### config.mk
export PLATFORM = sky130hd
export DESIGN_NAME = clock_edge_tracker
export DESIGN_NICKNAME = d
export VERILOG_FILES = /design/src/rtl/neo_clk_pkg.sv /design/src/rtl/edge_pulse.sv /design/src/rtl/clock_edge_tracker.sv
export SDC_FILE = /design/constraint.sdc
export NUM_CORES = 1
export LEC_CHECK = 0
export BUFFER_PORTS_ARGS = -buffer_cell sky130_fd_sc_hd__buf_2
export CORE_MARGIN = 2
export CORE_UTILIZATION = 52
export DETAILED_ROUTE_END_ITERATION = 8
export GPL_TIMING_DRIVEN = 0
export PLACE_DENSITY_LB_ADDON = 0.05
export SYNTH_ARGS = -nofsm -noshare
export SYNTH_HDL_FRONTEND = slang
export SYNTH_SLANG_ARGS = --single-unit
### constraint.sdc
create_clock -name CLK -period 1.8 [get_ports CLK]
set_input_delay 0.18 -clock CLK [delete_from_list [all_inputs] [get_ports CLK]]
set_output_delay 0.18 -clock CLK [all_outputs]
set_load 0.01 [all_outputs]
### src/rtl/neo_clk_pkg.sv
// Shared types and constants for the NeoGeo clock-distribution receiver.
package neo_clk_pkg;

  typedef enum logic [1:0] {
    S_SEARCH = 2'd0,
    S_VERIFY = 2'd1,
    S_LOCKED = 2'd2
  } lock_state_e;

  localparam int unsigned PHASE_W     = 2;
  localparam int unsigned MATCH_CNT_W = 8;
  localparam int unsigned ERR_CNT_W   = 4;

  // Generator reset levels; the previous-sample registers start here.
  localparam logic RST_12M = 1'b0;
  localparam logic RST_68K = 1'b0;
  localparam logic RST_6MB = 1'b1;
  localparam logic RST_1HB = 1'b0;

  function automatic logic lvl_12m(input logic [PHASE_W-1:0] p);
    return p[0];
  endfunction

  function automatic logic lvl_6mb(input logic [PHASE_W-1:0] p);
    return ~p[1];
  endfunction

  function automatic logic [PHASE_W-1:0] phase_from_lvl(input logic l12, input logic l6b);
    return {~l6b, l12};
  endfunction

endpackage

### src/rtl/edge_pulse.sv
// Tick-gated previous-sample register with registered rise/fall enables.
module edge_pulse #(
  parameter logic RST_VAL = 1'b0
) (
  input  logic clk,
  input  logic rst_n,
  input  logic tick,
  input  logic d,
  output logic prev,
  output logic rise,
  output logic fall
);

  logic prev_q, prev_d;
  logic rise_q, rise_d;
  logic fall_q, fall_d;

  always_comb begin
    prev_d = prev_q;
    rise_d = 1'b0;
    fall_d = 1'b0;
    if (tick) begin
      prev_d = d;
      rise_d = d & ~prev_q;
      fall_d = ~d & prev_q;
    end
  end

  always_ff @(posedge clk or negedge rst_n) begin
    if (!rst_n) begin
      prev_q <= RST_VAL;
      rise_q <= 1'b0;
      fall_q <= 1'b0;
    end else begin
      prev_q <= prev_d;
      rise_q <= rise_d;
      fall_q <= fall_d;
    end
  end

  assign prev = prev_q;
  assign rise = rise_q;
  assign fall = fall_q;

endmodule

### src/rtl/clock_edge_tracker.sv
// Turns sampled divided-clock levels into edge enables and tracks divider phase lock.
module clock_edge_tracker
  import neo_clk_pkg::*;
#(
  parameter int unsigned LOCK_COUNT = 8,
  parameter int unsigned ERR_LIMIT  = 2
) (
  input  logic               CLK,
  input  logic               nRESETP,
  input  logic               CLK_EN_24M_N,
  input  logic               CLK_12M,
  input  logic               CLK_68KCLK,
  input  logic               CLK_6MB,
  input  logic               CLK_1HB,
  output logic               EN_12M_RISE,
  output logic               EN_6M_RISE,
  output logic               EN_6M_FALL,
  output logic               EN_68K_RISE,
  output logic               EN_1HB_RISE,
  output logic [PHASE_W-1:0] PHASE,
  output logic               LOCKED,
  output logic               PHASE_ERR
);

  logic tick;
  logic prev_68k;
  logic unused_prev_12m, unused_prev_6mb, unused_prev_1hb;
  logic unused_fall_12m, unused_fall_68k, unused_fall_1hb;

  assign tick = CLK_EN_24M_N;

  edge_pulse #(.RST_VAL(RST_12M)) u_ep_12m (
    .clk(CLK), .rst_n(nRESETP), .tick(tick), .d(CLK_12M),
    .prev(unused_prev_12m), .rise(EN_12M_RISE), .fall(unused_fall_12m)
  );

  edge_pulse #(.RST_VAL(RST_68K)) u_ep_68k (
    .clk(CLK), .rst_n(nRESETP), .tick(tick), .d(CLK_68KCLK),
    .prev(prev_68k), .rise(EN_68K_RISE), .fall(unused_fall_68k)
  );

  // 6MB is inverted: its fall is the 6M rise and vice versa.
  edge_pulse #(.RST_VAL(RST_6MB)) u_ep_6mb (
    .clk(CLK), .rst_n(nRESETP), .tick(tick), .d(CLK_6MB),
    .prev(unused_prev_6mb), .rise(EN_6M_FALL), .fall(EN_6M_RISE)
  );

  edge_pulse #(.RST_VAL(RST_1HB)) u_ep_1hb (
    .clk(CLK), .rst_n(nRESETP), .tick(tick), .d(CLK_1HB),
    .prev(unused_prev_1hb), .rise(EN_1HB_RISE), .fall(unused_fall_1hb)
  );

  lock_state_e             state_q, state_d;
  logic [PHASE_W-1:0]      p_q, p_d, p_pred;
  logic [MATCH_CNT_W-1:0]  match_cnt_q, match_cnt_d, match_inc;
  logic [ERR_CNT_W-1:0]    err_cnt_q, err_cnt_d, err_inc;
  logic                    locked_q, locked_d;
  logic                    phase_err_q, phase_err_d;
  logic                    is_match;

  // A tick matches when levels equal the advanced prediction and 68K toggled.
  always_comb begin
    p_pred    = p_q + PHASE_W'(1);
    is_match  = (CLK_12M == lvl_12m(p_pred)) && (CLK_6MB == lvl_6mb(p_pred)) &&
                (CLK_68KCLK != prev_68k);
    match_inc = (match_cnt_q == '1) ? match_cnt_q : match_cnt_q + MATCH_CNT_W'(1);
    err_inc   = (err_cnt_q == '1) ? err_cnt_q : err_cnt_q + ERR_CNT_W'(1);
  end

  always_comb begin
    state_d     = state_q;
    p_d         = p_q;
    match_cnt_d = match_cnt_q;
    err_cnt_d   = err_cnt_q;
    phase_err_d = 1'b0;
    if (tick) begin
      unique case (state_q)
        S_SEARCH: begin
          p_d         = phase_from_lvl(CLK_12M, CLK_6MB);
          match_cnt_d = '0;
          state_d     = S_VERIFY;
        end
        S_VERIFY: begin
          p_d = p_pred;
          if (is_match) begin
            match_cnt_d = match_inc;
            if (match_inc >= MATCH_CNT_W'(LOCK_COUNT)) begin
              state_d   = S_LOCKED;
              err_cnt_d = '0;
            end
          end else begin
            state_d = S_SEARCH;
          end
        end
        S_LOCKED: begin
          p_d = p_pred;
          if (is_match) begin
            err_cnt_d = '0;
          end else begin
            phase_err_d = 1'b1;
            err_cnt_d   = err_inc;
            if (err_inc >= ERR_CNT_W'(ERR_LIMIT)) begin
              state_d = S_SEARCH;
            end
          end
        end
        default: state_d = S_SEARCH;
      endcase
    end
    locked_d = (state_d == S_LOCKED);
  end

  always_ff @(posedge CLK or negedge nRESETP) begin
    if (!nRESETP) begin
      state_q     <= S_SEARCH;
      p_q         <= '0;
      match_cnt_q <= '0;
      err_cnt_q   <= '0;
      locked_q    <= 1'b0;
      phase_err_q <= 1'b0;
    end else begin
      state_q     <= state_d;
      p_q         <= p_d;
      match_cnt_q <= match_cnt_d;
      err_cnt_q   <= err_cnt_d;
      locked_q    <= locked_d;
      phase_err_q <= phase_err_d;
    end
  end

  assign PHASE     = p_q;
  assign LOCKED    = locked_q;
  assign PHASE_ERR = phase_err_q;

endmodule

==> summary.md <==
| Metric | Value |
|---|---|
| Slowest cell on crit path | `dfrtp_1` |
| Most used DFF post-synth | `dfrtp_1` |
| Least-Margin Pin Slew | `0.603 ns` |
| Die height | `58.7 um` |
| Setup tns final | `-0.158 ns` |
| Total track usage | `0.219` |
| Clock Sinks | `27` |
| R2R depth | `8` |
| Hold Fails Final Rpt | `0` |
| CTS tree | `yes` |
| Crit path cell chain | `inv_2, ha_4, nor3b_1, mux2i_2, o31a_1, nor2_1, a31oi_1, a21boi_2` |
| Antenna Cells | `0` |
| Num CTS Buffers | `3` |
| Critical path arrival | `2.12 ns` |
| Routed WL | `3580 um` |
| DR iter-0 viols | `57` |
| Area grow syn2layout | `26.2%` |
| Syn Nets | `184` |
| Register area share after synthesis | `0.435` |
| Final Max Tran Viols | `0` |
| Worst-Skew Late Latency | `0.33 ns` |
| Die Width | `58.7 um` |
| Min setup slack post-route | `-0.0540 ns` |
| Synth warn | `0` |
| Remaining global-route overflow | `0` |
| Final setup violation count | `6` |
| Vias in the first global route | `1230` |
| Slew headroom | `0.598` |
| Fmax | `539 MHz` |
| CTS root buf | `clkbuf_4` |
| Synth Area per Inst | `9.15 um^2` |
| Failing checks | `DRC, setup timing` |
| Post-DR vias/cell | `5.97` |
| IO Pins | `16` |
| Fin util | `0.700` |
| CP startpoint | `u_ep_68k.prev` |
| Final nets | `216` |
| Lkg Pwr | `0.869 nW` |
| First-pass DRT Iterations | `6` |
| Status | `complete, but fails checks` |
| Register-to-register setup slack | `-0.05 ns` |
| Num rows | `19` |
| First-pass GRT wire length | `5770 um` |
| Antenna violations before repair | `0` |
| Synth Instances | `170` |
| Initial core utilization | `0.554` |
| Largest net degree at the start of global routing | `28` |
| Final RePlAce weighted congestion | `0.794` |
| Maximum vdd drop | `434 uV` |
| Worst Setup End Kind | `flop` |
| Vias | `1385` |
| Share of cells above drive strength 1 | `0.338` |
| Die Footprint | `3440 um^2` |
| # port buffers | `15` |
| Total power divided by cell area | `847 nW/um^2` |
| Skew final | `0.00149 ns` |
| Top-area cell type share of the netlist area | `0.418` |
| Pre-CTS setup slack | `-0.249 ns` |
| Synth top area cells | `dfrtp_1, ha_1, o21ai_0` |
| DR WL/cell | `15.4 um` |
| Worst setup path category | `flop to flop` |
| CTS H-Tree Depth | `1` |
| Count leader, synth | `dfrtp_1` |
| Post-synth top area cell | `dfrtp_1` |
| Synth cell types | `42` |
| Fraction of registers with async set/reset | `1.00` |
| Number of nets still failing antenna checks after routing | `0` |
| Reg2reg end | `LOCKED` |
| Crit path time final | `1.85 ns` |
| Crit path max fanout | `5` |
| Hpwl dp | `2270 um` |
| Final instance area | `1960 um^2` |
| Core area | `2810 um^2` |
| FILL cells | `219` |
| Worst Hold End | `u_ep_6mb.fall` |
| Hold Crit Start | `CLK_6MB` |
| Cell Area, Synth | `1560 um^2` |
| Placed inst area | `1680 um^2` |
| Fin crit share | `1.03` |
| CTS clk-pin slew, worst paths | `0.15 ns` |
| Worst reg2reg startpoint | `u_ep_68k.prev` |
| Max-cap viol count | `0` |
| DRC | `3` |
| Critical Path Max Stage Delay | `0.37 ns` |
| Hold depth | `2` |
| EDFF count, synth | `0` |
| Unrepaired setup endpoints after global routing | `yes` |
| Startpoint Class | `flop` |
| WP data required | `2.07 ns` |
| Yosys reg bits | `27` |
| Top post-synthesis cells by count | `dfrtp_1, o21ai_0, nand2_1` |
| Total power | `0.00166 W` |
| Longest Clk Path Bufs | `2` |
| Worst min path class | `primary input to flop` |
-- cell type report --
| class | instances | area [um^2] | area share |
|---|---|---|---|
| timing repair buffer | 30 | 203 | 0.103 |
| buffer | 4 | 15.0 | 0.00765 |
| multi-input combinational | 126 | 958 | 0.488 |
| clock buffer | 3 | 22.5 | 0.0115 |
| sequential | 27 | 681 | 0.347 |
| inverter | 10 | 40.0 | 0.0204 |
| clock inverter | 1 | 5.00 | 0.00255 |
| tap | 31 | 38.8 | 0.0198 |
-- cells in the final DEF, fill, tap and decap left out, types with 2 or more instances in the layout --
cell / instances
dfrtp_2: 3
a21oi_1: 11
buf_4: 13
and3_1: 5
nor2_1: 12
ha_4: 2
a31oi_1: 4
nand2b_1: 3
o21ai_0: 15
dfrtp_1: 23
a41oi_2: 2
o22ai_1: 2
ha_2: 2
buf_2: 15
ha_1: 3
inv_1: 8
nand3_1: 4
clkbuf_1: 4
nand2_1: 14
clkbuf_4: 3
and2_1: 3
nor2b_1: 2
nand4_1: 3
o21ai_1: 2
a21oi_2: 2
mux2i_1: 2
-- worst max-delay path, delay by kind of cell, from the launching register on --
family / cells / cell delay, ns
mux: 1 / 0.26
buf+inv: 1 / 0.05
flops: 1 / 0.37
compound gates: 3 / 0.70
simple gates: 2 / 0.13
fa+ha+maj: 1 / 0.29
-- metrics by stage --
stage / std cells / hold WS [ns]
floorplan: 170 / -0.116
global placement: 216 / 0.217
detailed placement: 216 / 0.224
CTS: 228 / 0.0553
global route: 232 / 0.0725
finish: 232 / 0.0596
-- timing repair --
action,CTS,global route
hold buffers,1,0
pin swaps,4,17
gates cloned,0,0
buffers inserted,9,5
endpoints found under the hold margin,26,0
gates resized for setup,18,17
endpoints found under the setup margin,14,14
-- power by group --
part           internal [W]  switching (W)  leakage (nW)  total, W
registers          0.000678      0.0000682         0.349  0.000746
logic              0.000319       0.000328         0.503  0.000648
clock network     0.0000835       0.000186        0.0177  0.000269
-- cells by family after synthesis --
kind of cell | synth area share
muxes | 0.0362
AOI/OAI and AO/OA | 0.215
xor gates and xnor gates | 0.0113
adders and majority gates | 0.0563
DFF | 0.435
and+or+nand+nor | 0.200
buffers and inverters | 0.0459
-- worst max-delay path by stage --
stage               depth (start not counted)      endpoint  slack, ns
finish                                      8        LOCKED      -0.05
global route                                8        LOCKED      -0.13
CTS                                         8  err_cnt_q[3]      -0.03
detailed placement                          8  err_cnt_q[3]      -0.25
global placement                            8  err_cnt_q[3]      -0.23
floorplan                                   9  err_cnt_q[3]      -0.04
-- sequential cells by signal (all words and copies together) (netlist names) --
register / flops
LOCKED: 1
PHASE: 2
PHASE_ERR: 1
err_cnt_q: 4
match_cnt_q: 8
state_q: 2
u_ep_12m.prev: 1
u_ep_12m.rise: 1
u_ep_1hb.prev: 1
u_ep_1hb.rise: 1
u_ep_68k.prev: 1
u_ep_68k.rise: 1
u_ep_6mb.fall: 1
u_ep_6mb.prev: 1
u_ep_6mb.rise: 1
-- per-layer routing --
layer  wire length [um]  vias up  global-route usage
met5                  0        -                   0
met3                182        7              0.0308
met2               1720       42               0.334
li1                   -      672                   -
met4                 48        0              0.0714
met1               1630      664               0.322
Power figures use the tool's default switching activity.
